[config.mk]
export PLATFORM = sky130hd
export DESIGN_NAME = writeback_queue_flat
export DESIGN_NICKNAME = d
export VERILOG_FILES = /design/src/rtl/writeback_queue_pkg.sv /design/src/rtl/writeback_queue_if.sv /design/src/rtl/writeback_queue_wb_fifo.sv /design/src/rtl/writeback_queue.sv /design/src/flat_wrapper.sv
export SDC_FILE = /design/constraint.sdc
export NUM_CORES = 1
export LEC_CHECK = 0
export CAP_MARGIN = 20
export CELL_PAD_IN_SITES_DETAIL_PLACEMENT = 1
export CELL_PAD_IN_SITES_GLOBAL_PLACEMENT = 1
export CORE_MARGIN = 5
export CORE_UTILIZATION = 35
export CTS_BUF_LIST = sky130_fd_sc_hd__clkbuf_16
export DETAILED_ROUTE_END_ITERATION = 8
export PLACE_DENSITY_LB_ADDON = 0.12
export SYNTH_ARGS = -nofsm -noshare
export SYNTH_HDL_FRONTEND = slang
export SYNTH_SLANG_ARGS = --single-unit
[constraint.sdc]
create_clock -name clk -period 2.5 [get_ports clk]
set_clock_uncertainty 0.2 [all_clocks]
set_input_delay 0.5 -clock clk [delete_from_list [all_inputs] [get_ports clk]]
set_output_delay 0.5 -clock clk [all_outputs]
set_load 0.02 [all_outputs]
[src/rtl/writeback_queue_pkg.sv]
// Shared instruction encodings and field helpers for the writeback path.
package writeback_queue_pkg;

    localparam int INSN_W   = 16;
    localparam int REG_W    = 4;
    localparam int CLASS_HI = 15;
    localparam int CLASS_LO = 14;
    localparam int DST_HI   = 13;
    localparam int DST_LO   = 10;

    typedef enum logic [1:0] {
        CLASS_ALU  = 2'b00,
        CLASS_NOP1 = 2'b01,
        CLASS_LOAD = 2'b10,
        CLASS_NOP3 = 2'b11
    } insn_class_e;

    function automatic insn_class_e insn_class(input logic [INSN_W-1:0] insn);
        return insn_class_e'(insn[CLASS_HI:CLASS_LO]);
    endfunction

    function automatic logic [REG_W-1:0] insn_dst(input logic [INSN_W-1:0] insn);
        return insn[DST_HI:DST_LO];
    endfunction

    // r0 is hard-wired zero, so writes aimed at it are discarded up front.
    function automatic logic insn_writes(input logic [INSN_W-1:0] insn);
        insn_class_e c;
        c = insn_class(insn);
        return ((c == CLASS_ALU) || (c == CLASS_LOAD)) && (insn_dst(insn) != '0);
    endfunction

endpackage

[src/rtl/writeback_queue_if.sv]
// Instruction intake and register-file write port of the writeback queue.
interface writeback_queue_if #(parameter int DATA_W = 16);
    logic              in_valid;
    logic              in_ready;
    logic [15:0]       in_insn;
    logic [DATA_W-1:0] in_alu_value;
    logic [DATA_W-1:0] mem_ro_port_value;
    logic              regfile_wo_port_enable;
    logic              regfile_wo_port_ready;
    logic [3:0]        regfile_wo_port_reg_num;
    logic [DATA_W-1:0] regfile_wo_port_value;

    modport master (
        output in_valid, in_insn, in_alu_value, mem_ro_port_value, regfile_wo_port_ready,
        input  in_ready, regfile_wo_port_enable, regfile_wo_port_reg_num, regfile_wo_port_value
    );

    modport slave (
        input  in_valid, in_insn, in_alu_value, mem_ro_port_value, regfile_wo_port_ready,
        output in_ready, regfile_wo_port_enable, regfile_wo_port_reg_num, regfile_wo_port_value
    );
endinterface

[src/rtl/writeback_queue_wb_fifo.sv]
// Pending-write FIFO; entries are also presented in age order (index 0 = head)
// so the owner can search them for the youngest write to a register.
module wb_fifo #(
    parameter int WIDTH = 20,
    parameter int DEPTH = 2
) (
    input  logic                       clk,
    input  logic                       rst_n,
    input  logic                       push_i,
    input  logic [WIDTH-1:0]           push_data_i,
    input  logic                       pop_i,
    output logic [$clog2(DEPTH+1)-1:0] count_o,
    output logic [WIDTH-1:0]           ord_data_o [DEPTH],
    output logic [DEPTH-1:0]           ord_valid_o
);
    localparam int PTR_W = (DEPTH > 1) ? $clog2(DEPTH) : 1;
    localparam int CNT_W = $clog2(DEPTH+1);

    logic [WIDTH-1:0] mem_q [DEPTH];
    logic [PTR_W-1:0] rd_ptr_q, wr_ptr_q;
    logic [CNT_W-1:0] count_q;
    logic             push_ok, pop_ok;

    function automatic logic [PTR_W-1:0] next_ptr(input logic [PTR_W-1:0] p);
        return (p == PTR_W'(DEPTH-1)) ? '0 : p + PTR_W'(1);
    endfunction

    assign push_ok = push_i && (count_q < CNT_W'(DEPTH));
    assign pop_ok  = pop_i && (count_q != '0);
    assign count_o = count_q;

    always_ff @(posedge clk or negedge rst_n) begin
        if (!rst_n) begin
            rd_ptr_q <= '0;
            wr_ptr_q <= '0;
            count_q  <= '0;
        end else begin
            if (push_ok) wr_ptr_q <= next_ptr(wr_ptr_q);
            if (pop_ok)  rd_ptr_q <= next_ptr(rd_ptr_q);
            case ({push_ok, pop_ok})
                2'b10:   count_q <= count_q + CNT_W'(1);
                2'b01:   count_q <= count_q - CNT_W'(1);
                default: count_q <= count_q;
            endcase
        end
    end

    // Payload needs no reset: validity is carried entirely by count_q.
    always_ff @(posedge clk) begin
        if (push_ok) mem_q[wr_ptr_q] <= push_data_i;
    end

    for (genvar gi = 0; gi < DEPTH; gi++) begin : g_ord
        logic [PTR_W:0]   raw;
        logic [PTR_W-1:0] idx;
        assign raw = {1'b0, rd_ptr_q} + (PTR_W+1)'(gi);
        assign idx = (raw >= (PTR_W+1)'(DEPTH)) ? PTR_W'(raw - (PTR_W+1)'(DEPTH)) : PTR_W'(raw);
        assign ord_data_o[gi]  = mem_q[idx];
        assign ord_valid_o[gi] = (CNT_W'(gi) < count_q);
    end

endmodule

[src/rtl/writeback_queue.sv]
// Writeback stage: one capture stage (resolves load data) feeding a pending-write
// queue that drains into the register file, with a youngest-write bypass lookup.
module writeback_queue
    import writeback_queue_pkg::*;
#(
    parameter int DATA_W = 16,
    parameter int DEPTH  = 2
) (
    input  logic               clk,
    input  logic               rst_n,
    writeback_queue_if.slave   bus,
    input  logic [REG_W-1:0]   query_reg_num,
    output logic               query_hit,
    output logic [DATA_W-1:0]  query_value,
    output logic [15:0]        retired_count
);
    localparam int ENTRY_W = DATA_W + REG_W;
    localparam int CNT_W   = $clog2(DEPTH+1);

    logic              s1_writes_q;
    insn_class_e       s1_class_q;
    logic [REG_W-1:0]  s1_dst_q;
    logic [DATA_W-1:0] s1_alu_q;
    logic [15:0]       retired_q;

    logic               accept, pop;
    logic [DATA_W-1:0]  s1_value;
    logic [CNT_W-1:0]   fifo_count;
    logic [ENTRY_W-1:0] ord_data [DEPTH];
    logic [DEPTH-1:0]   ord_valid;

    // No credit for a same-cycle pop keeps in_ready off the regfile ready path.
    assign bus.in_ready = ({1'b0, fifo_count} + (CNT_W+1)'(s1_writes_q)) < (CNT_W+1)'(DEPTH);
    assign accept       = bus.in_valid && bus.in_ready;
    assign s1_value     = (s1_class_q == CLASS_LOAD) ? bus.mem_ro_port_value : s1_alu_q;
    assign pop          = ord_valid[0] && bus.regfile_wo_port_ready;

    always_ff @(posedge clk or negedge rst_n) begin
        if (!rst_n) begin
            s1_writes_q <= 1'b0;
            s1_class_q  <= CLASS_ALU;
            s1_dst_q    <= '0;
            s1_alu_q    <= '0;
            retired_q   <= '0;
        end else begin
            s1_writes_q <= accept && insn_writes(bus.in_insn);
            if (accept) begin
                s1_class_q <= insn_class(bus.in_insn);
                s1_dst_q   <= insn_dst(bus.in_insn);
                s1_alu_q   <= bus.in_alu_value;
            end
            if (pop) retired_q <= retired_q + 16'd1;
        end
    end

    wb_fifo #(.WIDTH(ENTRY_W), .DEPTH(DEPTH)) u_fifo (
        .clk         (clk),
        .rst_n       (rst_n),
        .push_i      (s1_writes_q),
        .push_data_i ({s1_dst_q, s1_value}),
        .pop_i       (pop),
        .count_o     (fifo_count),
        .ord_data_o  (ord_data),
        .ord_valid_o (ord_valid)
    );

    assign bus.regfile_wo_port_enable  = ord_valid[0];
    assign bus.regfile_wo_port_reg_num = ord_valid[0] ? ord_data[0][ENTRY_W-1:DATA_W] : '0;
    assign bus.regfile_wo_port_value   = ord_valid[0] ? ord_data[0][DATA_W-1:0] : '0;
    assign retired_count               = retired_q;

    // Later matches override earlier ones: head to tail, then stage 1 (youngest).
    always_comb begin
        query_hit   = 1'b0;
        query_value = '0;
        for (int k = 0; k < DEPTH; k++) begin
            if (ord_valid[k] && (ord_data[k][ENTRY_W-1:DATA_W] == query_reg_num)) begin
                query_hit   = 1'b1;
                query_value = ord_data[k][DATA_W-1:0];
            end
        end
        if (s1_writes_q && (s1_dst_q == query_reg_num)) begin
            query_hit   = 1'b1;
            query_value = s1_value;
        end
        if (query_reg_num == '0) begin
            query_hit   = 1'b0;
            query_value = '0;
        end
    end

endmodule

[src/flat_wrapper.sv]
// flat-port wrapper written by rule: the top's interface ports become plain ports
module writeback_queue_flat import writeback_queue_pkg::*;
#(
    parameter int DATA_W = 16,
    parameter int DEPTH  = 2
)
  (clk, rst_n, query_reg_num, query_hit, query_value, retired_count, bus_in_valid, bus_in_insn, bus_in_alu_value, bus_mem_ro_port_value, bus_regfile_wo_port_ready, bus_in_ready, bus_regfile_wo_port_enable, bus_regfile_wo_port_reg_num, bus_regfile_wo_port_value);
  writeback_queue_if #(.DATA_W(DATA_W)) bus_i ();
  input  logic clk;
  input  logic rst_n;
  input  logic [REG_W-1:0] query_reg_num;
  output logic query_hit;
  output logic [DATA_W-1:0] query_value;
  output logic [15:0] retired_count;
  input wire logic [$bits(bus_i.in_valid)-1:0] bus_in_valid;
  input wire logic [$bits(bus_i.in_insn)-1:0] bus_in_insn;
  input wire logic [$bits(bus_i.in_alu_value)-1:0] bus_in_alu_value;
  input wire logic [$bits(bus_i.mem_ro_port_value)-1:0] bus_mem_ro_port_value;
  input wire logic [$bits(bus_i.regfile_wo_port_ready)-1:0] bus_regfile_wo_port_ready;
  output wire logic [$bits(bus_i.in_ready)-1:0] bus_in_ready;
  output wire logic [$bits(bus_i.regfile_wo_port_enable)-1:0] bus_regfile_wo_port_enable;
  output wire logic [$bits(bus_i.regfile_wo_port_reg_num)-1:0] bus_regfile_wo_port_reg_num;
  output wire logic [$bits(bus_i.regfile_wo_port_value)-1:0] bus_regfile_wo_port_value;
  assign bus_i.in_valid = bus_in_valid;
  assign bus_i.in_insn = bus_in_insn;
  assign bus_i.in_alu_value = bus_in_alu_value;
  assign bus_i.mem_ro_port_value = bus_mem_ro_port_value;
  assign bus_i.regfile_wo_port_ready = bus_regfile_wo_port_ready;
  assign bus_in_ready = bus_i.in_ready;
  assign bus_regfile_wo_port_enable = bus_i.regfile_wo_port_enable;
  assign bus_regfile_wo_port_reg_num = bus_i.regfile_wo_port_reg_num;
  assign bus_regfile_wo_port_value = bus_i.regfile_wo_port_value;
  writeback_queue #(.DATA_W(DATA_W), .DEPTH(DEPTH)) u_core (.clk(clk), .rst_n(rst_n), .bus(bus_i), .query_reg_num(query_reg_num), .query_hit(query_hit), .query_value(query_value), .retired_count(retired_count));
endmodule
==> results list, run 1 <==
- The flow ran to the end, but the final reports show violations.
- Failing checks: setup timing
- In the synthesized netlist, mux cells make up 15.4% of the area.
- The first global-routing pass estimated ~25 mm of wire.
- For this run, the top clock speed supported by timing is roughly 300 MHz.
* # fillers: about 1.2k
- The routed design could run at a clock period as short as between 3 and 4 ns.
* Pin count of the biggest net entering global routing: 30
- Die extent in y: 122 um
- The later pin in the worst-skew pair is clocked with a latency of about 0.34 ns.
- In this run, the number of DRC markers left after iteration 0 of detailed routing was between 150 and 200.
- The number of max-slew violations in the final report was 0.
- Syn Nets: 444
- Placement-stage worst setup slack: -1.34 ns
- For this run, the register share of the synthesized area comes to 52.2%.
- DPL Wire Length: approximately 10 mm
* Synthesized-area fraction occupied by ao, oa, aoi and oai cells: 6.54%
- Compared with the post-synthesis result, the final layout area differs by 87.8%.
- Average detailed-routed wire length per instance: between 20 and 25 um
* Kind of capture point of the worst setup path: primary output
- Power density over cell area: roughly 1200 nW/um^2
* Final-layout setup total negative slack: -14.47 ns
* Post-route met1 wirelength: approximately 7.2 mm
- Cell class contributing the biggest share of worst-path delay: buffers and inverters
- The initial antenna violation count is 0.
* Slew of the pin with the lowest slew margin: around 0.56 ns
* Hold wc startpoint: u_core.retired_count[15]$_DFFE_PN0P_
- Across the whole layout, storage elements account for 2280 um^2.
- Layout cells sized above 1: about half
- The via count of the first global-routing pass was 4575.
- Max-slew headroom: 61.9%
* Via count normalized by instance count: 5.24
- In this run the mean area of a mapped cell was ~11 um^2.
- Startpoint type of the worst setup path: register
* Row cnt: 40
* Total core area: about 12000 um^2
- CTS tree: built
* Most frequent cell on the critical path: sky130_fd_sc_hd__buf_4
* Post-route ant nets: 0
- Wire segments on met3 add up to 848 um in the final route.
- #FFs+latches synth: 83
- Xor and xnor fraction of the mapped netlist area: under 10%
- RR Startpoint: u_core.u_fifo.count_o[1]$_DFFE_PN0P_
- The cell sitting at the root of the clock tree is a sky130_fd_sc_hd__clkbuf_16.
* Starting density of the core: ~36%
- # diodes: 0
- Adder and majority cell fraction of the synthesized area: around 1.1%
- The total count of hold-check failures in the final report was 0.
- Setup repair after global routing could not meet its margin everywhere.
- Reported leakage power: 3.26 nW
* DR DRC count: 0
- The critical path in this run is classified as register to primary output.
- Clock tree synthesis inserted a total of 9 buffers.
* Global-route usage over all layers: between 20% and 30%
- The worst hold path belongs to the class register to register.
* Num Clock Sinks: 83
* Number of ports placed on the die boundary: around 110
- The routed design uses approximately 10 mm of met2 wire.
* Number of port buffers: 100
- Worst path slowest cell: sky130_fd_sc_hd__dfrtp_1
- The congestion estimate from routability-driven global placement came to 0.801.
- Wire length reported by the detailed router: about 19 mm
- Critical path origin: u_core.u_fifo.count_o[0]$_DFFE_PN0P_
* Total setup violations reported at the end of the flow: 30
* Detailed-route via count: 4090
* Crit path max fanout: 7
- Across all setup checks in the final design, the least slack found is -0.836 ns.
- Synth cell types: 31
- Cell Area, Synth: 4360 um^2
- Number of buffer and inverter stages on the critical path: 4
- Peak VDD IR: 0.000685 V
* Number of iterations in the first detailed-routing pass: 4
- Required arrival time at the worst endpoint: approximately 1.8 ns
- The Yosys step of the flow raised 0 warnings.
- The signal on the critical path passes through ha_4, or3b_4, mux2i_4, nand4_1, buf_6, buf_4, buf_4, a2111oi_4, nor3_2, buf_4.
- In the synthesized netlist, the number of instances is roughly 380.
- Clock-pin slew on the worst setup and hold paths: around 0.06 ns
- Data on the critical path arrives at its endpoint at between 2 and 3 ns.
- The multi-input combinational cells in the finished layout cover a total of 2800 um^2.
* Simple-gate portion of the synthesized area: 14.5%
* Horizontal die dimension: around 120 um
- Max Cap Viol: 0
- Overall power: ~0.0095 W
* Longest individual stage delay on the worst path: 0.42 ns
* Highest metal used: met4
- The final layout contains between 600 and 700 nets.
- Area enclosed by the die boundary: roughly 15000 um^2
- The clock tree synthesis step divided the H-tree into 3 levels.
* Combinational family with the most area after synthesis: multiplexers
- Total gr overflow: 0
- Maximum buffer depth of the clock tree: 2
- Period utilisation layout: 133%
-- Yosys cell counts --
| cell type | number | area, um^2 |
|---|---|---|
| sky130_fd_sc_hd__clkbuf_2 | 1 | 5.00 |
| sky130_fd_sc_hd__inv_1 | 20 | 75.1 |
| sky130_fd_sc_hd__mux2i_2 | 1 | 13.8 |
| sky130_fd_sc_hd__buf_1 | 2 | 7.51 |
| sky130_fd_sc_hd__nor2b_1 | 18 | 113 |
| sky130_fd_sc_hd__mux2_2 | 23 | 259 |
| sky130_fd_sc_hd__clkbuf_1 | 11 | 41.3 |
| sky130_fd_sc_hd__buf_2 | 6 | 30.0 |
| sky130_fd_sc_hd__nand4_1 | 5 | 31.3 |
| sky130_fd_sc_hd__nor4_1 | 2 | 12.5 |
| sky130_fd_sc_hd__nand3_1 | 3 | 15.0 |
| sky130_fd_sc_hd__a2111oi_0 | 16 | 140 |
| sky130_fd_sc_hd__and3_1 | 4 | 25.0 |
| sky130_fd_sc_hd__xnor2_1 | 23 | 201 |
| sky130_fd_sc_hd__nand3b_1 | 1 | 7.51 |
| sky130_fd_sc_hd__nor3_1 | 33 | 165 |
| sky130_fd_sc_hd__buf_6 | 2 | 22.5 |
| sky130_fd_sc_hd__dfrtp_1 | 43 | 1080 |
| sky130_fd_sc_hd__edfxtp_1 | 40 | 1200 |
| sky130_fd_sc_hd__ha_1 | 4 | 50.1 |
| sky130_fd_sc_hd__a211oi_1 | 16 | 120 |
| sky130_fd_sc_hd__nor2_1 | 40 | 150 |
| sky130_fd_sc_hd__or3b_1 | 1 | 8.76 |
| sky130_fd_sc_hd__and4_1 | 4 | 35.0 |
| sky130_fd_sc_hd__nor4_4 | 1 | 21.3 |
| sky130_fd_sc_hd__xor2_1 | 7 | 61.3 |
| sky130_fd_sc_hd__nand2_1 | 11 | 41.3 |
| sky130_fd_sc_hd__a21oi_1 | 4 | 20.0 |
| sky130_fd_sc_hd__o21ai_0 | 1 | 5.00 |
| sky130_fd_sc_hd__nand2b_1 | 1 | 6.26 |
| sky130_fd_sc_hd__mux2i_1 | 40 | 400 |
-- area by class of cell --
| type | count | area share, % |
|---|---|---|
| multi-input cells | 259 | 34.2 |
| repair buffers | 235 | 30.6 |
| flip-flops and latches | 83 | 27.8 |
| clock buffers | 12 | 3.67 |
| well taps | 168 | 2.57 |
| inverters | 20 | 0.947 |
| clock inverters | 4 | 0.214 |
-- routing by layer --
metal	GRT usage (%)	vias up
met3	4.69	37
met1	25.8	2079
met5	0	-
li1	-	1844
met4	9.80	0
met2	39.7	130
-- cell families after synthesis --
| group | Yosys count |
|---|---|
| buf+inv | 42 |
| fa+ha+maj | 4 |
| mux | 64 |
| simple gates | 124 |
| compound gates | 37 |
| flops | 83 |
| xor+xnor | 30 |
-- timing repair --
action                     in CTS  in global routing
hold endpoints to repair       14                  0
buffers inserted               28                 23
cloned                          6                  0
hold buffers                    1                  0
resized for setup             314                 44
pin swaps                      22                 15
setup endpoints to repair      37                 38
-- cells in the final DEF, fill, tap and decap left out, types with 3 or more instances in the layout --
cell type | synthesis | layout
sky130_fd_sc_hd__xnor2_2 | 0 | 3
sky130_fd_sc_hd__buf_8 | 0 | 3
sky130_fd_sc_hd__a211oi_2 | 0 | 7
sky130_fd_sc_hd__nor2b_1 | 18 | 17
sky130_fd_sc_hd__nor2_1 | 40 | 21
sky130_fd_sc_hd__dfrtp_1 | 43 | 42
sky130_fd_sc_hd__mux2i_4 | 0 | 10
sky130_fd_sc_hd__buf_12 | 0 | 17
sky130_fd_sc_hd__buf_6 | 2 | 60
sky130_fd_sc_hd__nand4_1 | 5 | 5
sky130_fd_sc_hd__nor3_4 | 0 | 15
sky130_fd_sc_hd__mux2i_1 | 40 | 23
sky130_fd_sc_hd__nand2_1 | 11 | 11
sky130_fd_sc_hd__buf_16 | 0 | 5
sky130_fd_sc_hd__xor2_1 | 7 | 7
sky130_fd_sc_hd__inv_1 | 20 | 20
sky130_fd_sc_hd__mux2_2 | 23 | 23
sky130_fd_sc_hd__nand3_1 | 3 | 3
sky130_fd_sc_hd__clkdlybuf4s50_1 | 0 | 56
sky130_fd_sc_hd__nor3_2 | 0 | 12
sky130_fd_sc_hd__mux2i_2 | 1 | 8
sky130_fd_sc_hd__and3_1 | 4 | 4
sky130_fd_sc_hd__nor3_1 | 33 | 6
sky130_fd_sc_hd__clkdlybuf4s15_2 | 0 | 3
sky130_fd_sc_hd__clkbuf_16 | 0 | 12
sky130_fd_sc_hd__nor2_2 | 0 | 3
sky130_fd_sc_hd__edfxtp_1 | 40 | 40
sky130_fd_sc_hd__a2111oi_4 | 0 | 14
sky130_fd_sc_hd__nor2_4 | 0 | 16
sky130_fd_sc_hd__a211oi_1 | 16 | 9
sky130_fd_sc_hd__dlygate4sd2_1 | 0 | 4
sky130_fd_sc_hd__buf_4 | 0 | 82
sky130_fd_sc_hd__xnor2_1 | 23 | 20
-- worst register-to-register path, cell delays in order, from the launching register on --
cell and delay [ns]:
sky130_fd_sc_hd__dfrtp_1 0.37, sky130_fd_sc_hd__inv_2 0.06, sky130_fd_sc_hd__buf_4 0.13, sky130_fd_sc_hd__buf_6 0.11, sky130_fd_sc_hd__ha_4 0.18, sky130_fd_sc_hd__buf_4 0.14
sky130_fd_sc_hd__buf_4 0.12, sky130_fd_sc_hd__nor2b_1 0.18, sky130_fd_sc_hd__and4_4 0.30, sky130_fd_sc_hd__and3_1 0.23, sky130_fd_sc_hd__nand4_1 0.14, sky130_fd_sc_hd__xnor2_1 0.15
-- where the power goes --
group,internal [W],switching (W),leakage (nW)
Clock,0.000845,0.000547,0.165
Combinational,0.00305,0.00288,2.20
Sequential,0.00192,0.000297,0.887
Total,0.00582,0.00373,3.26
-- final timing paths --
kind | to | slack (ns) | cells past startpoint
max | query_value[0] | -0.84 | 10
max reg2reg | u_core.retired_count[13]$_DFFE_PN0P_ | 0.09 | 11
min | u_core.retired_count[15]$_DFFE_PN0P_ | 0.27 | 1
max in group asynchronous | u_core.retired_count[12]$_DFFE_PN0P_ | 1.16 | 3
min reg2reg | u_core.retired_count[15]$_DFFE_PN0P_ | 0.27 | 1
min in group asynchronous | u_core.s1_dst_q[0]$_DFFE_PN0P_ | 0.43 | 2
-- per-stage QoR --
stage	utilization [%]	hold slack [ns]	std cells	instance area, um^2
6_report	67.6	0.272	781	8190
5_1_grt	67.6	0.299	781	8190
4_1_cts	64.7	0.278	761	7840
3_5_place_dp	54.5	0.263	715	6610
3_3_place_gp	54.5	0.259	715	6610
2_1_floorplan	-	0.00441	384	4780
-- flip-flops by register name, indices dropped and copies added (netlist names) --
register and cells:
u_core.s1_writes_q 1, u_core.s1_alu_q 16, u_core.s1_class_q 2, u_core.u_fifo.mem_q 40, u_core.u_fifo.rd_ptr_q 1, u_core.u_fifo.wr_ptr_q 1, u_core.u_fifo.count_o 2, u_core.s1_dst_q 4
u_core.retired_count 16
Power figures use the tool's default switching activity.
==> inputs of run 2 (changes only) <==
--- a/config.mk
+++ b/config.mk
@@ -12,7 +12,7 @@
 export CORE_UTILIZATION = 35
 export CTS_BUF_LIST = sky130_fd_sc_hd__clkbuf_16
 export DETAILED_ROUTE_END_ITERATION = 8
-export PLACE_DENSITY_LB_ADDON = 0.12
+export PLACE_DENSITY_LB_ADDON = 0.1
 export SYNTH_ARGS = -nofsm -noshare
 export SYNTH_HDL_FRONTEND = slang
 export SYNTH_SLANG_ARGS = --single-unit
==> run 2 against run 1 <==
  * The run still ends with setup timing left
  * Routed wire length fell by 19%
  * Register-to-register slack improved by 0.04 ns
  * Clock power fell by 6%
==> results list, run 2 (synthesis results as in run 1) <==
- Run status: finished, violations left
* Failing checks: setup timing
* Wire length reported by the detailed router: 15.2 mm (-19%)
- Total gr overflow: 0 (unchanged)
* Die extent in y: 122 um (unchanged)
- Switching share of power: 39.1% (about the same)
- CP Capture Point: query_value[4]
- The number of iterations in the first detailed-routing pass came to 4 (unchanged).
- Longest individual stage delay on the worst path: 0.41 ns (about the same)
* Most frequent standard cell in the layout excluding fill and tap cells: sky130_fd_sc_hd__buf_4
- Register with the most flip-flops: u_core.u_fifo.mem_q
- The sequential cell area is 2280 um^2 (unchanged).
- Endpoints failing hold: 0 (unchanged)
* Starting density of the core: 36.0% (unchanged)
- The number of placement rows is 40 (unchanged).
- The floorplan die width was 122 um (unchanged).
- Register-to-Register Path Depth: 11 (unchanged)
- The number of I/O port buffers is 100 (unchanged).
* Area enclosed by the die boundary: 14800 um^2 (unchanged)
* Critical path origin: u_core.u_fifo.count_o[0]$_DFFE_PN0P_
* Cell-by-cell trace of the critical path: ha_4, or3b_1, mux2i_2, nand4_1, buf_6, buf_6, buf_6, a2111oi_4, nor3_2, buf_4
- Final worst setup slack: -0.744 ns (+0.0920 ns)
- The fraction of power consumed by the clock network came to 15.4% (+0.8 points).
* Kind of capture point of the worst setup path: primary output
- The initial antenna violation count is 0 (unchanged).
* Cell class contributing the biggest share of worst-path delay: buffers and inverters
* Internal portion of total power: 0.00520 W (-11%)
- The endpoint arrival time on the critical path was 2.54 ns (-0.10 ns).
* Final-layout setup total negative slack: -13.07 ns (+1.40 ns)
- The detailed-placement wirelength estimate came to 9.82 mm (+0.68%).
- The time the final worst path needs with I/O delays and setup is 3.24 ns (-0.0920 ns).
- The library cells used most frequently in the layout, excluding fill and tap cells, are sky130_fd_sc_hd__buf_4, sky130_fd_sc_hd__clkdlybuf4s50_1, sky130_fd_sc_hd__dfrtp_1.
* Max Cap Viol: 0 (unchanged)
* RR Startpoint: u_core.u_fifo.count_o[0]$_DFFE_PN0P_
* Layout cells sized above 1: 48.9% (-2.2 points)
- The worst-path maximum fanout is 6 (-1).
* Power density over cell area: 1110 nW/um^2 (-5.0%)
- The tree is rooted in a sky130_fd_sc_hd__clkbuf_16.
* # fillers: 1219 (+4.4%)
- The clock sink total was 83 (unchanged).
- The final antenna-violating net count is 0 (unchanged).
- The routed via count divided by cell count was 5.05 (-3.5%).
* Part of the total power dissipated in combinational logic: 59.0% (-3.2 points)
- The overall power after layout was 0.00854 W (-11%).
* Wire length of the first global-routing pass: 23.4 mm (-7.1%)
- The final estimated routing congestion in global placement was 0.813 (+1.5%).
- Number of ports placed on the die boundary: 111 (unchanged)
* CTS tree: built
- The clock latency of the later-clocked register in the worst-skew pair was 0.33 ns (about the same).
* DR DRC count: 0 (unchanged)
- In this run the critical register-to-register path is captured at u_core.retired_count[13]$_DFFE_PN0P_.
* Final design area excluding fillers: 7710 um^2 (-5.8%)
- The fmax is 308 MHz (+2.8%).
- The largest buffer count on any clock path was 2 (unchanged).
- The utilization after layout was 63.7% (-4.0 points).
- WP depth: 10 (unchanged)
- The share of the clock period used by the worst path after layout was 130% (-3.7 points).
- The antenna cell count was 0 (unchanged).
- The final count of negative-setup-slack endpoints was 37 (+23%).
- Global-route usage over all layers: 20.5% (-1.8 points)
- The number of max-slew violations in the final report was 0 (unchanged).
- The worst reg-to-reg setup slack was 0.13 ns (+0.04 ns).
- The tightest slew margin relative to the limit is 68.7% (+6.8 points).
- Setup repair after global routing could not meet its margin everywhere.
- Average detailed-routed wire length per instance: 20.0 um (-17%)
* Slew of the pin with the lowest slew margin: 0.467 ns (-0.0891 ns)
* Vias in the first global route: 4344 (-5.0%)
- The required time of the worst setup path is 1.80 ns (about the same).
* Net switching power of the design: 0.00334 W (-10%)
- Worst path slowest cell: sky130_fd_sc_hd__dfrtp_1
- The total buffers and inverters traversed by the critical path came to 4 (unchanged).
- Layout overhead on the synthesized area: 76.9%
- The core outline area came to 12100 um^2 (unchanged).
- Number of violations reported at the end of detailed-routing iteration 0: 142 (-21%)
- Pin count of the biggest net entering global routing: 26 (-13%)
- The detailed-route via count is 3844 (-6.0%).
* H-tree level count: 3 (unchanged)
- The total placed instance area is 6610 um^2 (unchanged).
- The min-delay analysis places its worst path in the category register to register.
- Reported leakage power: 3.05 nW (-6.5%)
- Setup CP Type: register to primary output
* Startpoint type of the worst setup path: register
- The CTS clock-pin slew for the worst setup and hold paths came to 0.06 ns (about the same).
- The final net count came to 648 (-3.0%).
- Largest register FFs: 40 (unchanged)
- Most frequent cell on the critical path: sky130_fd_sc_hd__buf_6
- The number of cells on the worst hold path is 1 (unchanged).
- Seq pwr share: 25.7% (+2.5 points)
- The multi-input logic area is 2750 um^2 (-2.0%).
- The maximum vdd drop is 0.000756 V (+10%).
* TritonCTS buffer count: 9 (unchanged)
-- run 2: power groups by stage --
stage	clock, W	combinational (W)	sequential [W]
after floorplan	0	0.00206	0.00219
after global placement	0	0.00381	0.00219
after detailed placement	0	0.00391	0.00221
after CTS	0.00134	0.00479	0.00218
after global routing	0.00142	0.00534	0.00223
final	0.00131	0.00504	0.00219
-- run 2: worst min-delay path by stage --
stage	start	endpoint	slack, ns
after floorplan	rst_n	u_core.retired_count[0]$_DFFE_PN0P_	0.004
after global placement	u_core.retired_count[15]$_DFFE_PN0P_	u_core.retired_count[15]$_DFFE_PN0P_	0.26
after detailed placement	u_core.retired_count[15]$_DFFE_PN0P_	u_core.retired_count[15]$_DFFE_PN0P_	0.27
after CTS	u_core.retired_count[15]$_DFFE_PN0P_	u_core.retired_count[15]$_DFFE_PN0P_	0.28
after global routing	u_core.retired_count[15]$_DFFE_PN0P_	u_core.retired_count[15]$_DFFE_PN0P_	0.30
final	u_core.retired_count[15]$_DFFE_PN0P_	u_core.retired_count[15]$_DFFE_PN0P_	0.27
-- run 2: per-stage QoR --
| stage | hold WS, ns | setup slack, ns | std cells |
|---|---|---|---|
| floorplan | 0.00441 | -0.124 | 384 |
| global placement | 0.261 | -1.21 | 718 |
| detailed placement | 0.270 | -1.25 | 718 |
| CTS | 0.279 | -0.804 | 757 |
| global route | 0.299 | -0.866 | 761 |
| finish | 0.269 | -0.744 | 761 |
-- run 2: metal layers --
| layer | track usage [%] | vias to the layer above | share of wire (%) |
|---|---|---|---|
| li1 | - | 1801 | - |
| met1 | 23.5 | 1921 | 40 |
| met2 | 37.3 | 102 | 53 |
| met3 | 5.90 | 20 | 5.6 |
| met4 | 5.81 | 0 | 1.8 |
| met5 | 0 | - | 0 |
-- run 2: final cells by class --
class	instances	area share (%)
timing repair buffer	215	27.3
inverter	20	1.01
sequential	83	29.5
tap	168	2.73
multi-input combinational	259	35.6
clock buffer	9	2.92
clock inverter	7	0.892
-- run 2: repair_timing --
action / CTS / global route
hold buffers: 1 / 0
pin swaps: 28 / 20
gates cloned: 1 / 0
endpoints found under the hold margin: 18 / 0
setup buffers: 22 / 10
endpoints found under the setup margin: 39 / 43
resized for setup: 302 / 44
-- run 2: worst reg2reg max path: cells and delay by family (launching register included) --
kind,cells,cell delay [ns]
AND/OR/NAND/NOR,4,0.80
buffers and inverters,5,0.56
flip-flops,1,0.39
adder cells (fa/ha/maj),1,0.16
XOR/XNOR,1,0.15
==> inputs of run 3 (changes only) <==
--- a/config.mk
+++ b/config.mk
@@ -6,13 +6,10 @@
 export NUM_CORES = 1
 export LEC_CHECK = 0
 export CAP_MARGIN = 20
-export CELL_PAD_IN_SITES_DETAIL_PLACEMENT = 1
-export CELL_PAD_IN_SITES_GLOBAL_PLACEMENT = 1
 export CORE_MARGIN = 5
-export CORE_UTILIZATION = 35
-export CTS_BUF_LIST = sky130_fd_sc_hd__clkbuf_16
+export CORE_UTILIZATION = 45
 export DETAILED_ROUTE_END_ITERATION = 8
-export PLACE_DENSITY_LB_ADDON = 0.1
+export PLACE_DENSITY_LB_ADDON = 0.08
 export SYNTH_ARGS = -nofsm -noshare
 export SYNTH_HDL_FRONTEND = slang
 export SYNTH_SLANG_ARGS = --single-unit
==> run 3 against run 2 <==
  * The flow still finishes with violations (setup timing)
  * Clock power fell by 21%
  * Utilization up 16 points
  * Sequential cell count unchanged
  * Sequential power about the same
  * Global-route usage up 2.0 points
  * Hold slack gained 0.013 ns
  * First-iteration DRC count decreased by 27%
  * Sequential share of layout area grew 0.34 points
  * Design area decreased by 1.1%
  * Final cell count decreased by 3.8%
  * Via count is essentially flat
  * Critical endpoint is now query_value[5]
  * Largest power group unchanged
==> results list, run 3 (synthesis results as in run 1) <==
- Horizontal die dimension: 108 um (-11%)
* Final worst setup slack: -0.741 ns (+0.00359 ns)
- The clock latency of the later-clocked register in the worst-skew pair is 0.35 ns (+0.02 ns).
* Maximum clock rate: 309 MHz (+0.11%)
- The number of buffers created by CTS was 9 (unchanged).
- The startpoint identified for the worst register-to-register timing path is u_core.u_fifo.count_o[0]$_DFFE_PN0P_.
* Slew of the pin with the lowest slew margin: 0.491 ns (+0.0240 ns)
- DPL Wire Length: 8.41 mm (-14%)
- The worst reg-to-reg setup slack is 0.28 ns (+0.15 ns).
* Critical path origin: u_core.u_fifo.count_o[0]$_DFFE_PN0P_
- Leaving out fill and tap cells, the most frequent cell in the layout is sky130_fd_sc_hd__buf_4.
- Number of port buffers: 100 (unchanged)
* Clk root buf: sky130_fd_sc_hd__clkbuf_8
* Clock-pin slew on the worst setup and hold paths: 0.08 ns (+0.02 ns)
- The worst setup path is launched from a register.
- STA classifies the critical path endpoint as a primary output.
- Area enclosed by the die boundary: 11800 um^2 (-21%)
* # fillers: 589 (-52%)
* Peak VDD IR: 0.000895 V (+18%)
- The total power density per cell area came to 1090 nW/um^2 (-1.1%).
- The met3 routed wirelength was 791 um (-6.4%).
- TritonCTS built the clock tree.
- The average routed wire per standard cell is 18.3 um (-8.2%).
- The total routed wirelength is 13.4 mm (-12%).
- The die height is 108 um (-11%).
* Count of final max-slew check failures: 0 (unchanged)
- Starting density of the core: 45.5% (+9.4 points)
- Total setup violations reported at the end of the flow: 33 (-11%)
- Period utilisation layout: 130% (-0.14 points)
* Required arrival time at the worst endpoint: 1.80 ns (about the same)
- Pin count of the biggest net entering global routing: 24 (-7.7%)
- The tightest slew margin relative to the limit is 66.3% (-2.4 points).
- The sequential share of power was 26.0% (+0.3 points).
* Placed cell areas: 6530 um^2 (-1.1%)
- Data arrival time of the critical path: 2.54 ns (about the same)
* Num Clock Sinks: 83 (unchanged)
- Register with the most flip-flops: u_core.u_fifo.mem_q
* Vias in the first global route: 4037 (-7.1%)
* Total core area: 9590 um^2 (-21%)
- The logic gate share of total power came to 61.8% (+2.8 points).
* Final design area excluding fillers: 7630 um^2 (-1.1%)
- The internal power was 0.00517 W (-0.58%).
- Largest register FFs: 40 (unchanged)
* Final hold slack: 0.282 ns (+0.0130 ns)
- Routed signal wires occupy layers up through met4.
* Post-layout min period: 3.24 ns (-0.00359 ns)
- The worst-path maximum fanout was 5 (-1).
- Setup CP Type: register to primary output
- Post-route ant nets: 0 (unchanged)
- The number of placement rows came to 36 (-10%).
- Max Cap Viol: 0 (unchanged)
- Layout overhead on the synthesized area: 74.8%
- The initial antenna violation count came to 0 (unchanged).
- The total net switching power was 0.00318 W (-4.9%).
- # diodes: 0 (unchanged)
- The static leakage power was 3.09 nW (+1.4%).
* Layout cells sized above 1: 47.1% (-1.8 points)
- Overall power: 0.00835 W (-2.3%)
- Reg-to-Reg End: u_core.retired_count[13]$_DFFE_PN0P_
* Wire length on met2: 7.21 mm (-10%)
* Sequential cell area: 2280 um^2 (unchanged)
- The first-pass GRT wire length is 20.1 mm (-14%).
- The setup TNS after final layout is -12.53 ns (+0.538 ns).
* Number of violations reported at the end of detailed-routing iteration 0: 104 (-27%)
- Run status: finished, violations left
* Unrepaired setup endpoints after global routing: true
* Maximum buffer depth of the clock tree: 2 (unchanged)
- The number of H-tree levels came to 3 (unchanged).
- Via count normalized by instance count: 5.25 (+4.0%)
- The library cells used most frequently in the layout, excluding fill and tap cells, are sky130_fd_sc_hd__buf_4, sky130_fd_sc_hd__clkdlybuf4s50_1, sky130_fd_sc_hd__dfrtp_1.
- Global-route usage over all layers: 22.5% (+2.0 points)
- The fraction of power consumed by the clock network came to 12.3% (-3.1 points).
- In this run the worst setup path terminates at query_value[5].
- Endpoints failing hold: 0 (unchanged)
* Failing checks: setup timing
- The length in cells of the worst reg-to-reg path is 10 (-1).
- The leftover overflow at the end of global routing was 0 (unchanged).
- Nets: 654 (+0.93%)
* Multi-input combinational cell area: 2650 um^2 (-3.4%)
* Class of the tightest hold or removal check: register to register
* Hold wc startpoint: u_core.retired_count[15]$_DFFE_PN0P_
- Number of iterations in the first detailed-routing pass: 4 (unchanged)
* Detailed-route via count: 3845 (+0.026%)
* DR DRC count: 0 (unchanged)
- Final RePlAce weighted congestion: 0.740 (-9.0%)
* Post-route met1 wirelength: 5.26 mm (-13%)
- Switching share of power: 38.0% (-1.0 points)
- Number of ports placed on the die boundary: 111 (unchanged)
* Placement-stage worst setup slack: -1.26 ns (-0.00867 ns)
-- run 3: changes by cell type in the layout (fill, tap and decap cells not counted), sizes merged --
| cell | change |
|---|---|
| inv | -3 |
| dlygate4sd2 | -4 |
| bufbuf | +1 |
| clkbuf | +7 |
| dlymetal6s2s | +3 |
| clkdlybuf4s50 | +1 |
| buf | +2 |
| clkinvlp | -1 |
-- run 3: layout make-up --
| type | count | share of cell area [%] |
|---|---|---|
| sequential | 83 | 29.9 |
| tap | 133 | 2.18 |
| inverter | 20 | 1.02 |
| clock inverter | 3 | 0.574 |
| clock buffer | 13 | 2.23 |
| timing repair buffer | 221 | 29.4 |
| multi-input combinational | 259 | 34.8 |
-- run 3: power groups by stage --
stage	clock, W	combinational (W)	sequential (W)
floorplan	0	0.00206	0.00219
global placement	0	0.00377	0.00218
detailed placement	0	0.00385	0.00219
CTS	0.00105	0.00456	0.00214
global route	0.00111	0.00544	0.00221
finish	0.00103	0.00515	0.00217
-- run 3: metrics by stage --
step	utilization [%]	instances
6_report	79.5	732
5_1_grt	79.5	732
4_1_cts	75.5	718
3_5_place_dp	68.1	681
3_3_place_gp	68.1	681
2_1_floorplan	-	384
-- run 3: how the worst min path moves through the flow --
| stage | to | slack [ns] | cells after the start |
|---|---|---|---|
| after floorplan | u_core.retired_count[0]$_DFFE_PN0P_ | 0.004 | 0 |
| after global placement | u_core.retired_count[0]$_DFFE_PN0P_ | 0.24 | 1 |
| after detailed placement | u_core.retired_count[0]$_DFFE_PN0P_ | 0.24 | 1 |
| after CTS | u_core.retired_count[15]$_DFFE_PN0P_ | 0.29 | 1 |
| after global routing | u_core.retired_count[15]$_DFFE_PN0P_ | 0.31 | 1 |
| final | u_core.retired_count[15]$_DFFE_PN0P_ | 0.28 | 1 |
-- run 3: metal layers --
| layer | global-route usage, % | up-vias |
|---|---|---|
| li1 | - | 1815 |
| met1 | 26.6 | 1902 |
| met2 | 39.4 | 114 |
| met3 | 5.07 | 14 |
| met4 | 9.47 | 0 |
| met5 | 0 | - |
-- run 3: worst max-delay path, stage by stage (launching register included) --
cell and delay [ns]:
sky130_fd_sc_hd__dfrtp_1 0.42, sky130_fd_sc_hd__ha_4 0.18, sky130_fd_sc_hd__or3b_4 0.39, sky130_fd_sc_hd__mux2i_2 0.18, sky130_fd_sc_hd__nand4_1 0.13, sky130_fd_sc_hd__buf_6 0.16, sky130_fd_sc_hd__buf_4 0.19, sky130_fd_sc_hd__a2111oi_4 0.30
sky130_fd_sc_hd__nor3_4 0.08, sky130_fd_sc_hd__buf_6 0.15
-- run 3: what timing repair did --
item | 4_1_cts | 5_1_grt
gates cloned | 4 | 2
endpoints found under the setup margin | 38 | 37
buffers inserted | 16 | 23
hold buffers | 1 | 0
gates resized for setup | 228 | 89
endpoints found under the hold margin | 15 | 0
pin swaps | 27 | 39
